[src/rtl/instruction_fetch_unit_if.sv]
// Fetch-stage bus: redirect/halt control, instruction-memory request/response
// and the decode-side valid/ready queue head.
interface instruction_fetch_unit_if #(
   parameter int XLEN = 32
);
   logic            redirect_valid;
   logic [XLEN-1:0] redirect_pc;
   logic            halt;
   logic            imem_req_valid;
   logic            imem_req_ready;
   logic [XLEN-1:0] imem_req_addr;
   logic            imem_resp_valid;
   logic [31:0]     imem_resp_inst;
   logic            id_valid;
   logic            id_ready;
   logic [31:0]     id_inst;
   logic [XLEN-1:0] id_pc;
   logic            halted;

   modport master (
      input  redirect_valid, redirect_pc, halt,
      input  imem_req_ready, imem_resp_valid, imem_resp_inst,
      input  id_ready,
      output imem_req_valid, imem_req_addr,
      output id_valid, id_inst, id_pc, halted
   );

   modport slave (
      output redirect_valid, redirect_pc, halt,
      output imem_req_ready, imem_resp_valid, imem_resp_inst,
      output id_ready,
      input  imem_req_valid, imem_req_addr,
      input  id_valid, id_inst, id_pc, halted
   );
endinterface

[src/rtl/instruction_fetch_unit.sv]
// Fetch stage: owns the PC, keeps one imem request in flight and queues
// returned instructions with their PCs for decode.
//
// state     | meaning
// ----------+--------------------------------------------------------------
// ST_FETCH  | request may issue when the FIFO has a free slot
// ST_WAIT   | one request outstanding, waiting for its response
// ST_DRAIN  | halt seen with a request outstanding; swallow its response
// ST_HALTED | fetch permanently stopped until reset
module instruction_fetch_unit #(
   parameter int              XLEN      = 32,
   parameter logic [XLEN-1:0] RESET_PC  = '0,
   parameter int              BUF_DEPTH = 2
) (
   input logic                        clk,
   input logic                        reset_n,
   instruction_fetch_unit_if.master   fetch_if
);

   localparam int PTR_W = $clog2(BUF_DEPTH);

   localparam logic [1:0] ST_FETCH  = 2'd0;
   localparam logic [1:0] ST_WAIT   = 2'd1;
   localparam logic [1:0] ST_DRAIN  = 2'd2;
   localparam logic [1:0] ST_HALTED = 2'd3;

   localparam logic [XLEN-1:0]  PC_STEP    = XLEN'(4);
   localparam logic [XLEN-1:0]  ALIGN_MASK = XLEN'(3);
   localparam logic [PTR_W-1:0] PTR_ONE    = PTR_W'(1);
   localparam logic [PTR_W:0]   CNT_ONE    = (PTR_W+1)'(1);
   localparam logic [PTR_W:0]   DEPTH_L    = (PTR_W+1)'(BUF_DEPTH);

   logic [1:0]       r_state;
   logic [XLEN-1:0]  r_pc;
   logic [XLEN-1:0]  r_req_pc;
   logic             r_drop;
   logic [PTR_W-1:0] r_rd_ptr;
   logic [PTR_W-1:0] r_wr_ptr;
   logic [PTR_W:0]   r_count;
   logic [31:0]      r_fifo_inst [BUF_DEPTH];
   logic [XLEN-1:0]  r_fifo_pc   [BUF_DEPTH];

   logic             w_req_valid;
   logic             w_req_fire;
   logic             w_id_valid;
   logic             w_pop;
   logic             w_flush;
   logic             w_push;
   logic [XLEN-1:0]  w_redirect_target;

   // Requests are credit-limited by free FIFO slots, so a push never overflows.
   assign w_req_valid       = reset_n && (r_state == ST_FETCH) && (r_count < DEPTH_L);
   assign w_req_fire        = w_req_valid && fetch_if.imem_req_ready;
   assign w_id_valid        = reset_n && (r_count != '0) && (r_state != ST_HALTED);
   assign w_pop             = w_id_valid && fetch_if.id_ready;
   assign w_flush           = (fetch_if.halt || fetch_if.redirect_valid) &&
                              ((r_state == ST_FETCH) || (r_state == ST_WAIT));
   assign w_push            = (r_state == ST_WAIT) && fetch_if.imem_resp_valid &&
                              !r_drop && !w_flush;
   assign w_redirect_target = fetch_if.redirect_pc & ~ALIGN_MASK;

   assign fetch_if.imem_req_valid = w_req_valid;
   assign fetch_if.imem_req_addr  = r_pc;
   assign fetch_if.id_valid       = w_id_valid;
   assign fetch_if.id_inst        = r_fifo_inst[r_rd_ptr];
   assign fetch_if.id_pc          = r_fifo_pc[r_rd_ptr];
   assign fetch_if.halted         = reset_n && (r_state == ST_HALTED);

   always_ff @(posedge clk) begin
      if (!reset_n) begin
         r_rd_ptr <= '0;
         r_wr_ptr <= '0;
         r_count  <= '0;
      end else if (w_flush) begin
         r_rd_ptr <= '0;
         r_wr_ptr <= '0;
         r_count  <= '0;
      end else begin
         if (w_push) r_wr_ptr <= r_wr_ptr + PTR_ONE;
         if (w_pop)  r_rd_ptr <= r_rd_ptr + PTR_ONE;
         case ({w_push, w_pop})
            2'b10:   r_count <= r_count + CNT_ONE;
            2'b01:   r_count <= r_count - CNT_ONE;
            default: r_count <= r_count;
         endcase
      end
   end

   always_ff @(posedge clk) begin
      if (w_push) begin
         r_fifo_inst[r_wr_ptr] <= fetch_if.imem_resp_inst;
         r_fifo_pc[r_wr_ptr]   <= r_req_pc;
      end
   end

   // Halt outranks redirect, which outranks sequential pc+4.
   always_ff @(posedge clk) begin
      if (!reset_n) begin
         r_state  <= ST_FETCH;
         r_pc     <= RESET_PC;
         r_req_pc <= RESET_PC;
         r_drop   <= 1'b0;
      end else begin
         case (r_state)
            ST_FETCH: begin
               if (fetch_if.halt) begin
                  r_drop  <= w_req_fire;
                  r_state <= w_req_fire ? ST_DRAIN : ST_HALTED;
               end else begin
                  if (w_req_fire) begin
                     r_req_pc <= r_pc;
                     r_state  <= ST_WAIT;
                  end
                  if (fetch_if.redirect_valid) begin
                     r_pc   <= w_redirect_target;
                     r_drop <= w_req_fire;
                  end else if (w_req_fire) begin
                     r_pc <= r_pc + PC_STEP;
                  end
               end
            end
            ST_WAIT: begin
               if (fetch_if.halt) begin
                  r_drop  <= !fetch_if.imem_resp_valid;
                  r_state <= fetch_if.imem_resp_valid ? ST_HALTED : ST_DRAIN;
               end else begin
                  if (fetch_if.redirect_valid) r_pc <= w_redirect_target;
                  if (fetch_if.imem_resp_valid) begin
                     r_drop  <= 1'b0;
                     r_state <= ST_FETCH;
                  end else if (fetch_if.redirect_valid) begin
                     r_drop <= 1'b1;
                  end
               end
            end
            ST_DRAIN: begin
               if (fetch_if.imem_resp_valid) begin
                  r_drop  <= 1'b0;
                  r_state <= ST_HALTED;
               end
            end
            default: begin
               r_state <= ST_HALTED;
            end
         endcase
      end
   end

endmodule

[src/flat_wrapper.sv]
// flat-port wrapper written by rule: the top's interface ports become plain ports
module instruction_fetch_unit_flat 
#(
   parameter int              XLEN      = 32,
   parameter logic [XLEN-1:0] RESET_PC  = '0,
   parameter int              BUF_DEPTH = 2
)
  (clk, reset_n, fetch_if_redirect_valid, fetch_if_redirect_pc, fetch_if_halt, fetch_if_imem_req_ready, fetch_if_imem_resp_valid, fetch_if_imem_resp_inst, fetch_if_id_ready, fetch_if_imem_req_valid, fetch_if_imem_req_addr, fetch_if_id_valid, fetch_if_id_inst, fetch_if_id_pc, fetch_if_halted);
  instruction_fetch_unit_if #(.XLEN(XLEN)) fetch_if_i ();
  input logic clk;
  input logic reset_n;
  input wire logic [$bits(fetch_if_i.redirect_valid)-1:0] fetch_if_redirect_valid;
  input wire logic [$bits(fetch_if_i.redirect_pc)-1:0] fetch_if_redirect_pc;
  input wire logic [$bits(fetch_if_i.halt)-1:0] fetch_if_halt;
  input wire logic [$bits(fetch_if_i.imem_req_ready)-1:0] fetch_if_imem_req_ready;
  input wire logic [$bits(fetch_if_i.imem_resp_valid)-1:0] fetch_if_imem_resp_valid;
  input wire logic [$bits(fetch_if_i.imem_resp_inst)-1:0] fetch_if_imem_resp_inst;
  input wire logic [$bits(fetch_if_i.id_ready)-1:0] fetch_if_id_ready;
  output wire logic [$bits(fetch_if_i.imem_req_valid)-1:0] fetch_if_imem_req_valid;
  output wire logic [$bits(fetch_if_i.imem_req_addr)-1:0] fetch_if_imem_req_addr;
  output wire logic [$bits(fetch_if_i.id_valid)-1:0] fetch_if_id_valid;
  output wire logic [$bits(fetch_if_i.id_inst)-1:0] fetch_if_id_inst;
  output wire logic [$bits(fetch_if_i.id_pc)-1:0] fetch_if_id_pc;
  output wire logic [$bits(fetch_if_i.halted)-1:0] fetch_if_halted;
  assign fetch_if_i.redirect_valid = fetch_if_redirect_valid;
  assign fetch_if_i.redirect_pc = fetch_if_redirect_pc;
  assign fetch_if_i.halt = fetch_if_halt;
  assign fetch_if_i.imem_req_ready = fetch_if_imem_req_ready;
  assign fetch_if_i.imem_resp_valid = fetch_if_imem_resp_valid;
  assign fetch_if_i.imem_resp_inst = fetch_if_imem_resp_inst;
  assign fetch_if_i.id_ready = fetch_if_id_ready;
  assign fetch_if_imem_req_valid = fetch_if_i.imem_req_valid;
  assign fetch_if_imem_req_addr = fetch_if_i.imem_req_addr;
  assign fetch_if_id_valid = fetch_if_i.id_valid;
  assign fetch_if_id_inst = fetch_if_i.id_inst;
  assign fetch_if_id_pc = fetch_if_i.id_pc;
  assign fetch_if_halted = fetch_if_i.halted;
  instruction_fetch_unit #(.XLEN(XLEN), .RESET_PC(RESET_PC), .BUF_DEPTH(BUF_DEPTH)) u_core (.clk(clk), .reset_n(reset_n), .fetch_if(fetch_if_i));
endmodule
[config.mk]
export PLATFORM = sky130hd
export DESIGN_NAME = instruction_fetch_unit_flat
export DESIGN_NICKNAME = d
export VERILOG_FILES = /design/src/rtl/instruction_fetch_unit_if.sv /design/src/rtl/instruction_fetch_unit.sv /design/src/flat_wrapper.sv
export SDC_FILE = /design/constraint.sdc
export NUM_CORES = 1
export LEC_CHECK = 0
export BUFFER_PORTS_ARGS = -buffer_cell sky130_fd_sc_hd__buf_4
export CORE_MARGIN = 2
export CORE_UTILIZATION = 25
export DETAILED_ROUTE_END_ITERATION = 10
export GPL_TIMING_DRIVEN = 0
export HOLD_SLACK_MARGIN = 0.08
export PLACE_DENSITY = 0.53
export SKIP_CTS_REPAIR_TIMING = 1
export SLEW_MARGIN = 20
export SYNTH_ARGS = -nofsm -noshare
export SYNTH_HDL_FRONTEND = slang
export SYNTH_SLANG_ARGS = --single-unit
[constraint.sdc]
create_clock -name clk -period 6.57 [get_ports clk]
set_input_delay 0.657 -clock clk [delete_from_list [all_inputs] [get_ports clk]]
set_output_delay 0.657 -clock clk [all_outputs]
set_load 0.005 [all_outputs]
==> flow_summary_export.csv <==
group,metric,value,unit
outcome,status,"finished clean",
worst_setup_path,rrSetupSlack,3.80,ns
route,viasPerCell,4.67,
synth,yosysWarnings,0,
power,comb_power_share,23.6,%
sta,setup-tns-final,0,ns
worst_setup_path,cp-end-kind,"output port",
synth,synth_xor_area_share,0.438,%
sta,period_share,51.3,%
synth,synth_edf_count,124,
floorplanning,die-width,183,um
synth,synthSimpleGateAreaFrac,12.9,%
sta,max_slew_margin,48.5,%
grt,antenna_found_initial,0,
placed_design,placed_cells,1235,
placed_design,dp_hpwl,16800,um
worst_setup_path,path_class,"input pin to output port",
clocking,numCtsBuffers,17,
grt,grt_usage,13.9,%
floorplanning,initial_core_util,25.4,%
grt,grt-ovfl-total,0,
synth,yosys.area.top_type,"edfxtp_1",
route,drc_errors,0,
sta,hold_viol,0,
clocking,cts_sinks,192,
final_layout,fillers,3181,
grt,grt_start_max_net_pins,49,
floorplanning,pin_count,170,
route,first_pass_iters,8,
route,wl_per_cell,18.4,um
clocking,path_clk_slew,0.07,ns
grt,grt_pass1_wl,34800,um
clocking,cts_tree,"yes",
synth,ys_async_sr_fraction,0,%
route,first_iter_violations,477,
power,p_int,2.26,mW
final_layout,fin_util,33.0,%
sta,tightestPinTransition,0.773,ns
clocking,clockBufferDepth,2,
power,switchingPower,1.14,mW
worst_setup_path,start_kind,"input pin",
sta,slew_violations,0,
min_path,min_path_type,"input pin to flip-flop",
clocking,clk_latency,0.43,ns
final_layout,final_cells,1267,
final_layout,nets,930,
power,clockPowerShare,30.8,%
synth,syn_area,8000,um2
sta,setup_slack,3.20,ns
synth,synth_cell_types,61,
sta,period_needed,3.37,ns
route,ant_nets,0,
worst_setup_path,path_max_fanout,10,
power,vdd_ir_drop_max,0.163,mV
sta,rsz0062_at_grt,"no",
synth,synthFlopType,"edfxtp_1",
sta,finClkSkew,0.0115,ns
placed_design,gp_congestion,0.824,
synth,synth_top_family_by_area,"simple AND/OR/NAND/NOR gates",
worst_setup_path,slowest_delay,0.59,ns
floorplanning,die_h,183,um
synth,synth_mux_area_share,8.85,%
floorplanning,rows,65,
power,powerDensity,326,nW/um2
synth,synth_commonest_cells,"124 x edfxtp_1, 99 x nand2_1, 68 x dfxtp_1",
worst_setup_path,critPathArrivalTime,2.71,ns
sta,fmax,297,MHz
job,cap_violations,0,
clocking,cts-htree-levels,4,
floorplanning,dieArea,33500,um2
synth,synth_top_area_share,46.5,%
synth,ys_ff_latch,192,
worst_setup_path,crit_chain,"buf_4, clkbuf_1, clkinv_1, clkbuf_1, nor3b_1, buf_4",
synth,synth_compound_gate_area_share,10.4,%
synth,synth_area_leaders,"edfxtp_1 47%, dfxtp_1 17%, mux2_2 8.7%",
power,static-leakage-power,3.62,nW
grt,grt_pass1_vias,5671,
placed_design,place_area,9810,um2
worst_setup_path,crit_required,5.91,ns
final_layout,drive_gt1_share,33.3,%
power,pwr-share-seq,45.6,%
synth,synthCells,665,
placed_design,dp_slack,3.24,ns
route,drt_wl_total,23300,um
route,num_vias,5913,
sta,finalSetupViolCount,0,
synth,yosysMostFrequentCell,"edfxtp_1",
final_layout,fin_area,10400,um2
clocking,cts_root_buf,"clkbuf_16",
worst_setup_path,cp_slowest_cell,"clkbuf_1",
synth,synth_fa_ha_area_share,1.09,%
final_layout,syn_to_final_growth,30.1,%
synth,synth.avg_cell_area,12.0,um2
final_layout,antenna_cells,0,
power,switching_share,33.6,%
synth,yosysSeqAreaShare,63.5,%
floorplanning,core,31600,um2
placed_design,io_buffers,162,
per-layer routing:
layer	part of all wire (%)	global-route usage, %	vias up
li1	-	-	2836
met1	44	18.1	2802
met2	47	22.5	247
met3	6.7	3.49	28
met4	1.9	4.70	0
met5	0	0	-
layout by cell type, fill, tap and decap left out, types with 3 or more instances in the layout:
cell,count
a211oi_1,8
a21oi_1,56
a22oi_1,3
a311oi_1,3
a31oi_1,8
a41oi_1,6
and2_1,5
and3_1,3
buf_1,8
buf_2,4
buf_4,166
clkbuf_1,27
clkbuf_16,17
clkinv_4,4
conb_1,4
dfxtp_1,68
edfxtp_1,124
ha_1,7
inv_1,7
inv_6,3
inv_8,4
mux2_2,62
nand2_1,99
nand2b_1,4
nand3_1,15
nand4_1,8
nor2_1,37
nor3_1,12
nor4_1,6
o21ai_0,19
o221a_2,4
o221ai_1,3
o22ai_1,4
o31ai_1,5
or2_2,3
or3_1,4
xnor2_1,3
final cells by class:
type / instances / area (um2) / share of cell area [%]
repair buffers: 165 / 1280 / 12.3
multi-input cells: 425 / 2730 / 26.2
clock buffers: 17 / 425 / 4.09
inverters: 8 / 30.0 / 0.288
plain buffers: 43 / 181 / 1.74
clock inverters: 15 / 173 / 1.66
well taps: 402 / 503 / 4.83
flip-flops and latches: 192 / 5080 / 48.9
power by group through the flow:
| stage | registers, mW | logic [mW] | clock network [mW] |
|---|---|---|---|
| after CTS | 1.55 | 0.804 | 1.08 |
| after floorplan | 1.53 | 0.426 | 0 |
| after global placement | 1.58 | 0.792 | 0 |
| after detailed placement | 1.58 | 0.800 | 0 |
| final | 1.55 | 0.803 | 1.04 |
| after global routing | 1.57 | 0.881 | 1.12 |
metrics by stage:
stage                     power (mW)  hold slack (ns)
after floorplan                 1.95            0.425
after global placement          2.37            0.432
after detailed placement        2.38            0.440
after CTS                       3.44            0.389
after global routing            3.57            0.388
final                           3.40            0.414
final timing paths:
path / startpoint / cells past startpoint / endpoint
hold reg to reg: u_core.r_req_pc[28] / 0 / u_core.r_fifo_pc[0][28]
setup reg to reg: u_core.r_state[1] / 8 / u_core.r_fifo_inst[0][9]
hold / removal: fetch_if_imem_resp_inst[21] / 1 / u_core.r_fifo_inst[0][21]
setup / recovery: reset_n / 6 / fetch_if_imem_req_valid
cells by family after synthesis:
kind of cell	after synthesis
simple gates	215
fa+ha+maj	7
other cells	1
buf+inv	51
xor+xnor	4
flops	192
mux	63
compound gates	132
state kept, by name (all words and copies together) (netlist names), named ones only:
signal and cells:
u_core.r_req_pc 30, u_core.r_rd_ptr 1, u_core.fetch_if.imem_req_addr 30, u_core.r_drop 1
u_core.r_state 2, u_core.r_wr_ptr 1, u_core.r_fifo_pc 60, u_core.r_count 2
u_core.r_fifo_inst 64
worst max-delay path: cells and delay by family:
kind	cells	cell delay [ns]
buf+inv	5	1.72
simple gates	1	0.35
Note: power is estimated with default switching activity, not from simulation.
